<file path="config.mk">
export PLATFORM = sky130hd
export DESIGN_NAME = speed_select_flat
export DESIGN_NICKNAME = d
export VERILOG_FILES = /design/src/rtl/speed_select_if.sv /design/src/rtl/speed_select.sv /design/src/flat_wrapper.sv
export SDC_FILE = /design/constraint.sdc
export NUM_CORES = 1
export LEC_CHECK = 0
export CELL_PAD_IN_SITES_DETAIL_PLACEMENT = 2
export CELL_PAD_IN_SITES_GLOBAL_PLACEMENT = 2
export CORE_MARGIN = 8
export CORE_UTILIZATION = 42
export DETAILED_ROUTE_END_ITERATION = 7
export HOLD_SLACK_MARGIN = 0.03
export PLACE_DENSITY = 0.95
export SLEW_MARGIN = 10
export SYNTH_ARGS = -nofsm -noshare
export SYNTH_HDL_FRONTEND = slang
export SYNTH_SLANG_ARGS = --single-unit
</file>
<file path="constraint.sdc">
create_clock -name clk -period 5.5 [get_ports clk]
set_clock_uncertainty 0.15 [all_clocks]
set_input_delay 0.825 -clock clk [delete_from_list [all_inputs] [get_ports clk]]
set_output_delay 0.825 -clock clk [all_outputs]
set_load 0.1 [all_outputs]
</file>
<file path="src/rtl/speed_select_if.sv">
// Bundles the two raw speed buttons and the registered speed outputs.
// The slave side is the speed selector; the master side drives the buttons.
interface speed_select_if;
   logic        btn_up;
   logic        btn_down;
   logic [31:0] period;
   logic [2:0]  level;
   logic        level_changed;

   modport slave (
      input  btn_up,
      input  btn_down,
      output period,
      output level,
      output level_changed
   );

   modport master (
      output btn_up,
      output btn_down,
      input  period,
      input  level,
      input  level_changed
   );
endinterface

</file>
<file path="src/rtl/speed_select.sv">
// Speed level selector: per-button synchronise, debounce and auto-repeat,
// then a saturating level 1..6 mapped to a step period in clk cycles.
module speed_select #(
   parameter int DEBOUNCE_CYCLES = 500000,
   parameter int REPEAT_CYCLES   = 25000000
) (
   input  logic           clk,
   input  logic           rst_n,
   speed_select_if.slave  ctl
);

   localparam int MAX_CYC = (DEBOUNCE_CYCLES > REPEAT_CYCLES) ? DEBOUNCE_CYCLES : REPEAT_CYCLES;
   localparam int CW      = (MAX_CYC < 2) ? 1 : $clog2(MAX_CYC + 1);
   localparam logic [CW-1:0] DEB_LAST = CW'(DEBOUNCE_CYCLES - 1);
   localparam logic [CW-1:0] REP_LAST = CW'((REPEAT_CYCLES > 0) ? REPEAT_CYCLES - 1 : 0);

   logic [1:0]  raw;
   logic [1:0]  press;
   logic [2:0]  level_reg, level_next;
   logic [31:0] period_reg, period_next;
   logic        changed_reg, changed_next;

   assign raw = {ctl.btn_down, ctl.btn_up};

   genvar gi;
   generate
      for (gi = 0; gi < 2; gi++) begin : g_btn
         logic          sync1_reg, sync2_reg;
         logic          deb_reg, deb_d_reg, press_reg;
         logic [CW-1:0] deb_cnt_reg, rep_cnt_reg;

         always_ff @(posedge clk or negedge rst_n) begin
            if (!rst_n) begin
               sync1_reg   <= 1'b0;
               sync2_reg   <= 1'b0;
               deb_reg     <= 1'b0;
               deb_d_reg   <= 1'b0;
               press_reg   <= 1'b0;
               deb_cnt_reg <= '0;
               rep_cnt_reg <= '0;
            end else begin
               sync1_reg <= raw[gi];
               sync2_reg <= sync1_reg;

               // Any sample agreeing with the debounced state restarts the count
               if (sync2_reg == deb_reg) begin
                  deb_cnt_reg <= '0;
               end else if (deb_cnt_reg == DEB_LAST) begin
                  deb_reg     <= sync2_reg;
                  deb_cnt_reg <= '0;
               end else begin
                  deb_cnt_reg <= deb_cnt_reg + CW'(1);
               end

               deb_d_reg <= deb_reg;
               press_reg <= 1'b0;
               if (!deb_reg) begin
                  rep_cnt_reg <= '0;
               end else if (!deb_d_reg) begin
                  press_reg   <= 1'b1;
                  rep_cnt_reg <= '0;
               end else if (REPEAT_CYCLES != 0) begin
                  if (rep_cnt_reg == REP_LAST) begin
                     press_reg   <= 1'b1;
                     rep_cnt_reg <= '0;
                  end else begin
                     rep_cnt_reg <= rep_cnt_reg + CW'(1);
                  end
               end
            end
         end

         assign press[gi] = press_reg;
      end
   endgenerate

   function automatic logic [31:0] period_of(input logic [2:0] lv);
      case (lv)
         3'd2:    period_of = 32'd757575;
         3'd3:    period_of = 32'd500000;
         3'd4:    period_of = 32'd375000;
         3'd5:    period_of = 32'd300000;
         3'd6:    period_of = 32'd250000;
         default: period_of = 32'd1515151;
      endcase
   endfunction

   // Simultaneous up and down presses cancel each other
   always_comb begin
      level_next = level_reg;
      if (press[0] && !press[1] && level_reg != 3'd6) begin
         level_next = level_reg + 3'd1;
      end else if (press[1] && !press[0] && level_reg != 3'd1) begin
         level_next = level_reg - 3'd1;
      end
      changed_next = (level_next != level_reg);
      period_next  = period_of(level_next);
   end

   always_ff @(posedge clk or negedge rst_n) begin
      if (!rst_n) begin
         level_reg   <= 3'd1;
         period_reg  <= 32'd1515151;
         changed_reg <= 1'b0;
      end else begin
         level_reg   <= level_next;
         period_reg  <= period_next;
         changed_reg <= changed_next;
      end
   end

   assign ctl.level         = level_reg;
   assign ctl.period        = period_reg;
   assign ctl.level_changed = changed_reg;

endmodule

</file>
<file path="src/flat_wrapper.sv">
// flat-port wrapper written by rule: the top's interface ports become plain ports
module speed_select_flat 
#(
   parameter int DEBOUNCE_CYCLES = 500000,
   parameter int REPEAT_CYCLES   = 25000000
)
  (clk, rst_n, ctl_btn_up, ctl_btn_down, ctl_period, ctl_level, ctl_level_changed);
  speed_select_if ctl_i ();
  input  logic clk;
  input  logic rst_n;
  input wire logic [$bits(ctl_i.btn_up)-1:0] ctl_btn_up;
  input wire logic [$bits(ctl_i.btn_down)-1:0] ctl_btn_down;
  output wire logic [$bits(ctl_i.period)-1:0] ctl_period;
  output wire logic [$bits(ctl_i.level)-1:0] ctl_level;
  output wire logic [$bits(ctl_i.level_changed)-1:0] ctl_level_changed;
  assign ctl_i.btn_up = ctl_btn_up;
  assign ctl_i.btn_down = ctl_btn_down;
  assign ctl_period = ctl_i.period;
  assign ctl_level = ctl_i.level;
  assign ctl_level_changed = ctl_i.level_changed;
  speed_select #(.DEBOUNCE_CYCLES(DEBOUNCE_CYCLES), .REPEAT_CYCLES(REPEAT_CYCLES)) u_core (.clk(clk), .rst_n(rst_n), .ctl(ctl_i));
endmodule
</file>
Word-level counts from Yosys, hierarchy flattened --
Cells that the tools add are included.
Cells by class: $add $sub $neg 6, eq/ne operators 14, mux-type cells 19, bitwise operators 2, reductions and logical operators 8
Operators with widths (count):
- $mux W25 | 10
- $pmux W21 S5 | 1
- $add A25 B1 Y25 const B | 4
- $eq A25 B19 Y1 const B | 2
- $eq A25 B25 Y1 const B | 2
- $eq A3 B3 Y1 const B | 3
- $eq A3 B2 Y1 const B | 2
- $mux W1 | 6
- $mux W3 | 2
- $logic_and A1 B1 Y1 | 4
- $reduce_and A2 Y1 | 2
- $add A3 B1 Y3 const B | 1
- $ne A3 B1 Y1 const B | 1
- $ne A3 B3 Y1 | 1
- $ne A3 B3 Y1 const B | 1
- $sub A3 B1 Y3 const B | 1
- $eq A1 B1 Y1 | 2
- $logic_not A1 Y1 | 2
- $not A1 Y1 | 2
Word-level totals: bits in registers 135, input bits 4, output and inout bits 36, word-level logic and storage cells 66

Longest topological paths before layout --
depth after elaboration 7, depth in mapped cells 9, gate-level depth less buffers 9

Least setup slack after synthesis --
OpenSTA, ideal clock, no wires.
path type register -> register, start register u_core.level_reg[1] (netlist: u_core.ctl.level[1]), end register u_core.period_reg[13] (netlist: u_core.ctl.period[13]), setup time 0.082 ns, arrival 2.513 ns, data required time 5.268 ns, slack 2.755 ns, cell stages (with the launch flop) 9, path buffers 0, period minus slack after synthesis 2.745 ns, cells stage by stage dfrtp_1 > inv_1 > ha_1 > nand3b_1 > a211oi_4 > inv_2 > nor3_2 > inv_2 > o22ai_1
On the way: cells in the longest elaborated chain, start to end 6, elaborated cells between the ends (all ways) 14, those cells by class 2 x add/sub; 7 x eq/ne; 3 x mux; 2 x reduce/logical
RTL lines:
- start: declaration | RTL line speed_select.sv:19 | logic [2:0] level_reg, level_next;
- start signal: assignment | RTL line speed_select.sv:106 | level_reg <= level_next;
- branches (longest 3 deep; another with $sub A3 B1 Y3)
- $mux W3 * | RTL line speed_select.sv:91 | if (press[0] && !press[1] && level_reg != 3'd6) begin
- named net u_core.level_next[1] | RTL line speed_select.sv:19
- $eq A3 B3 Y1 / $eq A3 B2 Y1 (equally long branches) | RTL line speed_select.sv:78 | case (lv)
- $pmux W21 S5 * | RTL line speed_select.sv:78
- named net u_core.period_next[13] | RTL line speed_select.sv:20 | logic [31:0] period_reg, period_next;
- end signal: assignment | RTL line speed_select.sv:107 | period_reg <= period_next;
- end: declaration | RTL line speed_select.sv:20
Mark *: on every way through the listed nets, which the timed path passes. A chain may end at the register's enable or synchronous reset.

==> metrics.txt <==
status finished clean; Die Ht 138 µm; GRT Total Usage 22.2%; CTS tree yes; n_diodes 0; final setup violation count 0; area of the multi-input gates 0.00267 mm²; maximum VDD drop 0.209 mV; Int Power 1.66 mW; Async SR Flop Fraction 100%; io pins 40; htree depth 4; final worst-path cycle share 57.0%; synth top area cells dfrtp_1, nor2_1, xnor2_1, xor2_1, dfstp_2; most frequent cells in the layout nor2_1, dfrtp_1, xnor2_1; die area 0.0190 mm²; CTS Sinks 131; worst min path class flop to flop; Worst-path clk slew 60 ps; crit start category flop; Synth area leader dfrtp_1; post_cts resized 0; Yosys top cell area share 48.7%; Buf+Inv Stages, Crit Path 1; initial antenna violation count 0; Avg Cell Area, Syn 10.1 µm²; RSZ-0062 raised after global routing no; delay-heaviest family, CP buffers and inverters; net switching power 0.489 mW; min Tclk post-route 3130 ps; largest net degree at the start of global routing 70; kind of end point of the critical path output pin; layout cells sized above 1 8.84%; Core Area 0.0145 mm²; Initial Utilization 43.0%; Layout area overhead 14.6%; global-route wire length before repair 31500 µm; Slew HR 31.6%; buffer count from post-CTS setup fixing 0; Post-synth EDFFs 0; Max Root-Sink Buffers 2; hold buffers post-CTS 0; vias in the first global route 5490; total CTS buffers 17; Setup CP Type flop to output pin; switching share of power 22.8%; vias per cell 5.51; antenna viol nets, final 0; Filler Cells Inserted 1473; unique cell type count in the Yosys netlist 53; final setup margin 2370 ps; worst path required time 4530 ps; register area share after synthesis 52.9%; CP Cell Sequence clkdlybuf4s50_1; Power Total 2.15 mW; Port Buf Inserts 28; fin nets 655; Top FF cell, synth dfrtp_1; sequential cell area 0.00329 mm²; Cell Area, Synth 0.00622 mm²; final wirelength 19600 µm; setup TNS 0 ps; Clk pwr share 51.2%; R2R Setup Slk 2570 ps; drt wl/cell 23.4 µm; DRC 0; CP max-delay cell clkdlybuf4s50_1; worst-margin pin slew 1020 ps; row count 44; CP Max Fanout 4; flops & latches, synth 131; grt ovf 0; Clk Latency, worst-skew pair 430 ps; Sequential Power Share 45.5%; die width 138 µm; PD cells 301 mW/mm²; slowest cell delay on critical path 1150 ps; FMAX 319 MHz; routed via count 4627; first-pass detailed-route iteration total 4; pre-CTS worst setup slack 2650 ps; Final Hold Fails 0; routability cong. 0.794; clock root buffer clkbuf_16; leading cell type in the layout, fill and taps excluded nor2_1; HPWL Detailed 13000 µm; critical path arrival 2160 ps; Max Cap Viol 0; Comb power frac 3.3%; Gate Count Post-Synth 615; Max Slew Vio Count 0; Leakage 2.92 nW; Initial DRC Count 174; Syn. warnings 0
-- routing by layer --
layer | global-route usage [%] | vias to the layer above | share of wire, %
li1 | - | 2094 | -
met2 | 41.9 | 77 | 56
met5 | 0 | - | 0
met1 | 23.0 | 2409 | 39
met4 | 10.6 | 0 | 3.3
met3 | 4.34 | 47 | 1.7
-- cells by family (layout without fill, tap and decap cells) --
family | Yosys count | after routing | share of synthesized area, %
and+or+nand+nor | 305 | 305 | 24.5
muxes | 1 | 1 | 0.181
xor gates and xnor gates | 96 | 96 | 13.6
adders and majority gates | 8 | 8 | 1.61
other | 1 | 11 | 0.0603
AOI/OAI and AO/OA | 20 | 20 | 2.23
buffers and inverters | 53 | 84 | 4.95
DFF | 131 | 131 | 52.9
-- power by group through the flow --
stage	logic (mW)	registers, mW	clock network [mW]
2_1_floorplan	0.0520	0.990	0
4_1_cts	0.0724	0.976	1.12
3_3_place_gp	0.0674	0.990	0
5_1_grt	0.0778	0.976	1.15
6_report	0.0716	0.976	1.10
3_5_place_dp	0.0712	0.992	0
-- worst paths after layout --
check | cells past startpoint | from | end
worst max register to register | 5 | u_core.g_btn[0].deb_cnt_reg[0] | u_core.g_btn[0].deb_cnt_reg[24]
min in group asynchronous | 2 | rst_n | u_core.ctl.period[8]
worst max-delay path | 1 | u_core.ctl.period[10] | ctl_period[2]
worst min-delay path | 0 | u_core.g_btn[0].sync1_reg | u_core.g_btn[0].sync2_reg
max in group asynchronous | 2 | rst_n | u_core.g_btn[1].deb_cnt_reg[16]
worst min register to register | 0 | u_core.g_btn[0].sync1_reg | u_core.g_btn[0].sync2_reg
-- cells in the mapped netlist, types with 6 or more instances --
cell type,count
ha_1,8
nand2_1,37
inv_1,19
xor2_1,44
buf_2,6
dfstp_2,10
and4_1,8
dfrtp_1,121
nor2_1,124
buf_4,17
xnor2_1,51
nand3_1,36
nor4_1,14
and3_1,15
o21ai_0,6
nor3_1,17
nand4_1,23
-- final cells by class --
cell class | instances | area share (%)
Inverter | 22 | 1.16
Clock inverter | 4 | 0.667
Multi-Input combinational cell | 441 | 37.4
Timing Repair Buffer | 30 | 4.11
Clock buffer | 28 | 7.25
Sequential cell | 131 | 46.2
Tap cell | 184 | 3.23
-- stage by stage --
stage | area (µm²) | std cells | utilization (%) | hold WS, ps
4_1_cts | 7120 | 840 | 49.2 | 225
2_1_floorplan | 6260 | 625 | - | 181
5_1_grt | 7130 | 840 | 49.2 | 228
3_5_place_dp | 6560 | 808 | 45.3 | 211
3_3_place_gp | 6560 | 808 | 45.3 | 185
6_report | 7130 | 840 | 49.2 | 219
(Power assumes the default switching activity.)
